## src/rtl/rr_mux_pkg.sv

```systemverilog
// rr_mux_pkg
//   Shared constants and types for the round-robin stream multiplexer.
//   DEFAULT_N        : default data width per channel in bits
//   DEFAULT_CHANNELS : default number of input channels
//   mode_e           : arbitration mode (round-robin or fixed selection)
package rr_mux_pkg;

  localparam int DEFAULT_N        = 1;
  localparam int DEFAULT_CHANNELS = 32;

  typedef enum logic {
    MODE_RR    = 1'b0,
    MODE_FIXED = 1'b1
  } mode_e;

endpackage

```

## src/rtl/rr_arbiter.sv

```systemverilog
// rr_arbiter
//   Picks one requesting channel per cycle, either by a rotating round-robin
//   search or by a fixed channel index, and owns the rotation pointer.
//   Ports:
//     clk, rst_n   : clock, asynchronous active-low reset
//     req          : per-channel request (the in_valid vector)
//     mode         : MODE_RR or MODE_FIXED
//     select       : channel index used in MODE_FIXED
//     advance      : an input transfer happens on the coming edge
//     grant        : one-hot grant, zero when nothing is granted
//     grant_idx    : index of the granted channel (zero when no grant)
//     grant_valid  : a channel is granted this cycle
module rr_arbiter
  import rr_mux_pkg::*;
#(
  parameter  int CHANNELS = DEFAULT_CHANNELS,
  localparam int SEL_W    = $clog2(CHANNELS)
) (
  input  logic                clk,
  input  logic                rst_n,
  input  logic [CHANNELS-1:0] req,
  input  mode_e               mode,
  input  logic [SEL_W-1:0]    select,
  input  logic                advance,
  output logic [CHANNELS-1:0] grant,
  output logic [SEL_W-1:0]    grant_idx,
  output logic                grant_valid
);

  logic [SEL_W-1:0] ptr;
  logic             rr_hit;
  logic [SEL_W-1:0] rr_idx;
  logic             fx_hit;
  int               rr_cand;
  logic [SEL_W-1:0] rr_cand_idx;

  // Wrap-around search: visit channels ptr, ptr+1, ... CHANNELS-1, 0, ...
  // and keep the first one requesting. ptr is always below CHANNELS, so a
  // single subtraction is enough to fold the candidate back into range.
  always_comb begin
    rr_hit      = 1'b0;
    rr_idx      = '0;
    rr_cand     = 0;
    rr_cand_idx = '0;
    for (int i = 0; i < CHANNELS; i++) begin
      rr_cand = int'(ptr) + i;
      if (rr_cand >= CHANNELS) begin
        rr_cand = rr_cand - CHANNELS;
      end
      rr_cand_idx = rr_cand[SEL_W-1:0];
      if (!rr_hit && req[rr_cand_idx]) begin
        rr_hit = 1'b1;
        rr_idx = rr_cand_idx;
      end
    end
  end

  // A select value beyond the last channel can exist when CHANNELS is not a
  // power of two; it never grants.
  always_comb begin
    fx_hit = 1'b0;
    if (int'(select) < CHANNELS) begin
      fx_hit = req[select];
    end
  end

  // Mode selects which search result drives the grant outputs.
  always_comb begin
    grant       = '0;
    grant_idx   = '0;
    grant_valid = 1'b0;
    if (mode == MODE_FIXED) begin
      grant_valid = fx_hit;
      grant_idx   = fx_hit ? select : '0;
    end else begin
      grant_valid = rr_hit;
      grant_idx   = rr_idx;
    end
    if (grant_valid) begin
      grant[grant_idx] = 1'b1;
    end
  end

  // Pointer moves just past the winner on round-robin transfers only, so
  // fixed-mode traffic leaves the rotation where it was.
  always_ff @(posedge clk or negedge rst_n) begin
    if (!rst_n) begin
      ptr <= '0;
    end else if (advance && grant_valid && (mode == MODE_RR)) begin
      if (int'(grant_idx) == CHANNELS - 1) begin
        ptr <= '0;
      end else begin
        ptr <= grant_idx + SEL_W'(1);
      end
    end
  end

endmodule

```

## src/rtl/rr_stream_mux.sv

```systemverilog
// rr_stream_mux
//   Multiplexes CHANNELS valid/ready input streams onto one registered output
//   stream, arbitrating round-robin or by a fixed channel index.
//   Ports:
//     clk, rst_n   : clock, asynchronous active-low reset
//     in_data      : flattened channel data, channel k at [k*N +: N]
//     in_valid     : per-channel valid
//     in_ready     : per-channel ready, one-hot or zero
//     fixed_mode   : 0 = round-robin, 1 = fixed selection
//     select       : channel index used when fixed_mode = 1
//     out_data     : registered selected data
//     out_valid    : registered output valid
//     out_ready    : downstream ready
//     out_channel  : channel index of the word in the output register
module rr_stream_mux
  import rr_mux_pkg::*;
#(
  parameter  int N        = DEFAULT_N,
  parameter  int CHANNELS = DEFAULT_CHANNELS,
  localparam int SEL_W    = $clog2(CHANNELS)
) (
  input  logic                  clk,
  input  logic                  rst_n,
  input  logic [CHANNELS*N-1:0] in_data,
  input  logic [CHANNELS-1:0]   in_valid,
  output logic [CHANNELS-1:0]   in_ready,
  input  logic                  fixed_mode,
  input  logic [SEL_W-1:0]      select,
  output logic [N-1:0]          out_data,
  output logic                  out_valid,
  input  logic                  out_ready,
  output logic [SEL_W-1:0]      out_channel
);

  logic                load;
  logic                in_xfer;
  mode_e               mode;
  logic [CHANNELS-1:0] grant;
  logic [SEL_W-1:0]    grant_idx;
  logic                grant_valid;
  logic [N-1:0]        sel_data;

  // The output register can take a new word when it is empty or being
  // drained this cycle, which gives one word per cycle with no bubble.
  assign load    = ~out_valid | out_ready;
  assign mode    = fixed_mode ? MODE_FIXED : MODE_RR;
  // rst_n gates ready so nothing is accepted while the block is held in reset.
  assign in_ready = (rst_n && load && grant_valid) ? grant : '0;
  assign in_xfer  = |(in_valid & in_ready);

  rr_arbiter #(
    .CHANNELS (CHANNELS)
  ) u_arbiter (
    .clk         (clk),
    .rst_n       (rst_n),
    .req         (in_valid),
    .mode        (mode),
    .select      (select),
    .advance     (in_xfer),
    .grant       (grant),
    .grant_idx   (grant_idx),
    .grant_valid (grant_valid)
  );

  // Data mux indexed by the granted channel.
  always_comb begin
    sel_data = '0;
    for (int k = 0; k < CHANNELS; k++) begin
      if (grant_idx == SEL_W'(k)) begin
        sel_data = in_data[k*N +: N];
      end
    end
  end

  // Output register: capture on an input transfer, otherwise drop valid once
  // the held word has been taken; data and channel hold until replaced.
  always_ff @(posedge clk or negedge rst_n) begin
    if (!rst_n) begin
      out_valid   <= 1'b0;
      out_data    <= '0;
      out_channel <= '0;
    end else if (in_xfer) begin
      out_valid   <= 1'b1;
      out_data    <= sel_data;
      out_channel <= grant_idx;
    end else if (out_ready) begin
      out_valid   <= 1'b0;
    end
  end

endmodule

```

## config.mk

```make
export PLATFORM = sky130hd
export DESIGN_NAME = rr_stream_mux
export DESIGN_NICKNAME = d
export VERILOG_FILES = /design/src/rtl/rr_mux_pkg.sv /design/src/rtl/rr_arbiter.sv /design/src/rtl/rr_stream_mux.sv
export SDC_FILE = /design/constraint.sdc
export NUM_CORES = 1
export LEC_CHECK = 0
export ABC_AREA = 1
export CAP_MARGIN = 20
export CORE_ASPECT_RATIO = 0.5
export CORE_MARGIN = 5
export CORE_UTILIZATION = 42
export CTS_CLUSTER_DIAMETER = 40
export DETAILED_ROUTE_END_ITERATION = 8
export GPL_ROUTABILITY_DRIVEN = 0
export PLACE_DENSITY = 0.66
export SLEW_MARGIN = 20
export SYNTH_ARGS = -nofsm -noshare
export SYNTH_HDL_FRONTEND = slang
export SYNTH_SLANG_ARGS = --single-unit
```

## constraint.sdc

```tcl
create_clock -name clk -period 7.8 [get_ports clk]
set_input_delay 1.17 -clock clk [delete_from_list [all_inputs] [get_ports clk]]
set_output_delay 1.17 -clock clk [all_outputs]
set_load 0.01 [all_outputs]
```

==> impl_metrics.csv <==
group,metric,value,unit
status,status,"finished, final reports clean",
setup_path,r2r_cells,58,
setup_path,cp_slowest_cell,"o21ai_0",
synth,synth_enable_flop_cells,0,
routing,routed_wl,29400,µm
setup_path,r2r-start,"u_arbiter.ptr[2]",
floorplan,core_area,14400,µm²
routing,vias,9364,
global_route,antenna_found_initial,0,
setup_path,cp_max_fo,14,
floorplan,die_x,181,µm
floorplan,dieArea,17300,µm²
timing,fmax,0.132,GHz
synth,syn_nets,1281,
synth,yosysSeqAreaShare,0.0490,
global_route,grt_busiest_layer,"met2",
routing,drtPass1Iterations,6,
setup_path,start_kind,"flip-flop",
routing,ant_nets,0,
floorplan,std_cell_rows,31,
timing,hold_viol_final,0,
hold_path,min-delay-start,"out_valid",
placement,port_buffers,111,
timing,post-route-period-util,0.971,
floorplan,die_y,95.4,µm
global_route,met1_usage,0.431,
setup_path,crit_required,7.94,ns
clocking,clk_path_buf_depth,2,
global_route,use_met3,0.0755,
synth,yosys-top-cells-area,"nand3_1, nand2_1, nor2_1, inv_1, dfrtp_1",
clocking,clock-root-buffer,"clkbuf_16",
setup_path,critical_path_class,"flip-flop to flip-flop",
global_route,use_met2,0.518,
setup_path,cpMostUsedCell,"nand3_1",
floorplan,io_pins,112,
final_layout,drive_gt1_frac,0.268,
timing,rsz0062_at_grt,"true",
synth,netlist.area_leader.share,0.191,
clocking,tritoncts,"yes",
hold_path,min_to,"out_valid",
floorplan,start_util,0.426,
placement,dp_hpwl,23600,µm
synth,synth_cell_types,55,
synth,synth.ff_latch_count,12,
final_layout,area_delta_synth_final,54.0,%
global_route,grt_pass1_vias,8549,
timing,relSlewSlack,0.496,
global_route,grt_pass1_wl,44700,µm
routing,drt_iter0_drc,1104,
synth,synthFlopType,"dfrtp_1",
synth,ys_warn_count,0,
synth,yosysTopAreaCell,"nand3_1",
synth,synthArstFlopShare,1.00,
synth,syn_inst,1190,
routing,via_per_inst,5.67,
final_layout,final_cells,1652,
clocking,clk_latency,0.25,ns
synth,synth_area,6130,µm²
clocking,htree_levels,1,
hold_path,hold_depth,2,
timing,period_needed,7.57,ns
setup_path,r2r-end,"out_data",
final_layout,layout.nets,1546,
setup_path,cp.arrival,7.71,ns
global_route,overflow,0,
placement,placed_cells,1638,
timing,final.setup.worst_slack,0.228,ns
timing,tightest_slew,0.755,ns
timing,tns,0,ns
clocking,numCtsBuffers,3,
routing,drc,0,
setup_path,worst-r2r-setup-slack,0.23,ns
timing,setup_viol,0,
clocking,clkSinkCount,12,
global_route,grt_max_degree,35,
setup_path,cp-end-kind,"flip-flop",
synth,syn_area_per_cell,5.15,µm²
timing,drv_slew,0,
hold_path,hp-class,"flip-flop to flip-flop",
clocking,cts.reportedPaths.clkPinSlew,0.05,ns
final_layout,num_antenna_cells,0,
flow_run,cap_violations,0,
routing,drt-wirelength-per-cell,17.8,µm
setup_path,cpPeakStageDelay,0.57,ns
global_route,track_usage,0.322,
timing,clock_skew,0.00787,ns
placement,dp_slack,-0.390,ns
stage by stage:
| step | area (µm²) | util | hold WS (ns) |
|---|---|---|---|
| 2_1_floorplan | 6130 | - | 0.515 |
| 3_3_place_gp | 8610 | 0.598 | 0.473 |
| 3_5_place_dp | 8610 | 0.598 | 0.485 |
| 4_1_cts | 8760 | 0.609 | 0.504 |
| 5_1_grt | 9440 | 0.656 | 0.529 |
| 6_report | 9440 | 0.656 | 0.503 |
flip-flops by register name, summed over array words and instances (netlist names):
signal / cells
out_valid: 1
out_channel: 5
u_arbiter.ptr: 5
out_data: 1
worst max-delay path, delay by kind of cell (launching register included):
family	cells	cell delay (ns)
compound gates	5	1.36
xor+xnor	1	0.32
fa+ha+maj	2	0.39
buf+inv	6	0.91
flops	1	0.51
simple gates	44	3.94
how the worst max path moves through the flow:
stage                   end             start
2_1_floorplan      out_data  u_arbiter.ptr[1]
3_3_place_gp       out_data      in_valid[10]
3_5_place_dp       out_data      in_valid[10]
4_1_cts        in_ready[31]      in_valid[28]
5_1_grt            out_data  u_arbiter.ptr[1]
6_report           out_data  u_arbiter.ptr[2]
layout by cell type (no fill, tap or decap), types with 4 or more instances in the layout:
cell,count
nand4_4,5
nand2_1,271
nand3_1,192
xor2_2,5
or2_2,12
nor2_1,151
nand2_2,34
nand3_4,6
nand3_2,40
dlymetal6s2s_1,55
o211ai_1,4
nor3_1,10
o22ai_1,4
o21ai_0,46
inv_1,137
a21oi_1,20
nor2_4,9
inv_2,22
dlygate4sd2_1,6
nand3b_1,6
nor2_2,27
xor2_1,12
nand4_1,27
buf_4,185
a31oi_1,12
clkdlybuf4s50_1,47
o21a_1,5
o21ai_2,5
o21ai_1,8
ha_1,17
dfrtp_1,11
timing repair:
action                                  in CTS  in global routing
gates resized for setup                     26                187
hold buffers                                 0                  0
buffers inserted                             3                  7
endpoints found under the setup margin      33                 44
cloned                                       0                  0
pin swaps                                    2                 22
metal layers:
metal  part of all wire  routed length [µm]
met1               0.42               12200
met2               0.42               12400
met3               0.12                3550
met4              0.040                1180
met5                  0                   0
cell families after synthesis:
group / after synthesis / synth area share
AND/OR/NAND/NOR: 808 / 0.614
XOR/XNOR: 20 / 0.0347
AO/OA/AOI/OAI: 130 / 0.129
adder cells (fa/ha/maj): 18 / 0.0368
buffers and inverters: 202 / 0.137
flip-flops: 12 / 0.0490
cell type report:
cell class / count / area, µm²
tap: 198 / 248
multi-input combinational: 976 / 5510
timing repair buffer: 299 / 2670
fill: 1312 / 4950
clock buffer: 4 / 88.8
inverter: 163 / 621
sequential: 12 / 302
Yosys cell counts, types with 3 or more instances:
cell type and instances:
nand2_1 297, nand3_1 234, nor2_1 176, inv_1 144
o21ai_0 52, nand4_1 27, a21oi_1 21, buf_2 18
ha_1 18, inv_2 18, a31oi_1 13, xor2_1 13
dfrtp_1 12, nor3_1 12, or2_2 12, nand2_2 11
clkbuf_1 8, nor2_4 7, o21ai_1 7, nand3b_1 6
a221oi_1 5, buf_4 5, buf_6 5, nand4_4 5
o21a_1 5, nor2_2 4, o2111ai_1 4, o211ai_1 4
o22ai_1 4, xor2_2 4, a21o_1 3, nor4_1 3
o221ai_1 3
Power is not shown: default switching activity piles up to over one toggle a cycle in this logic, so the estimate is an artifact.
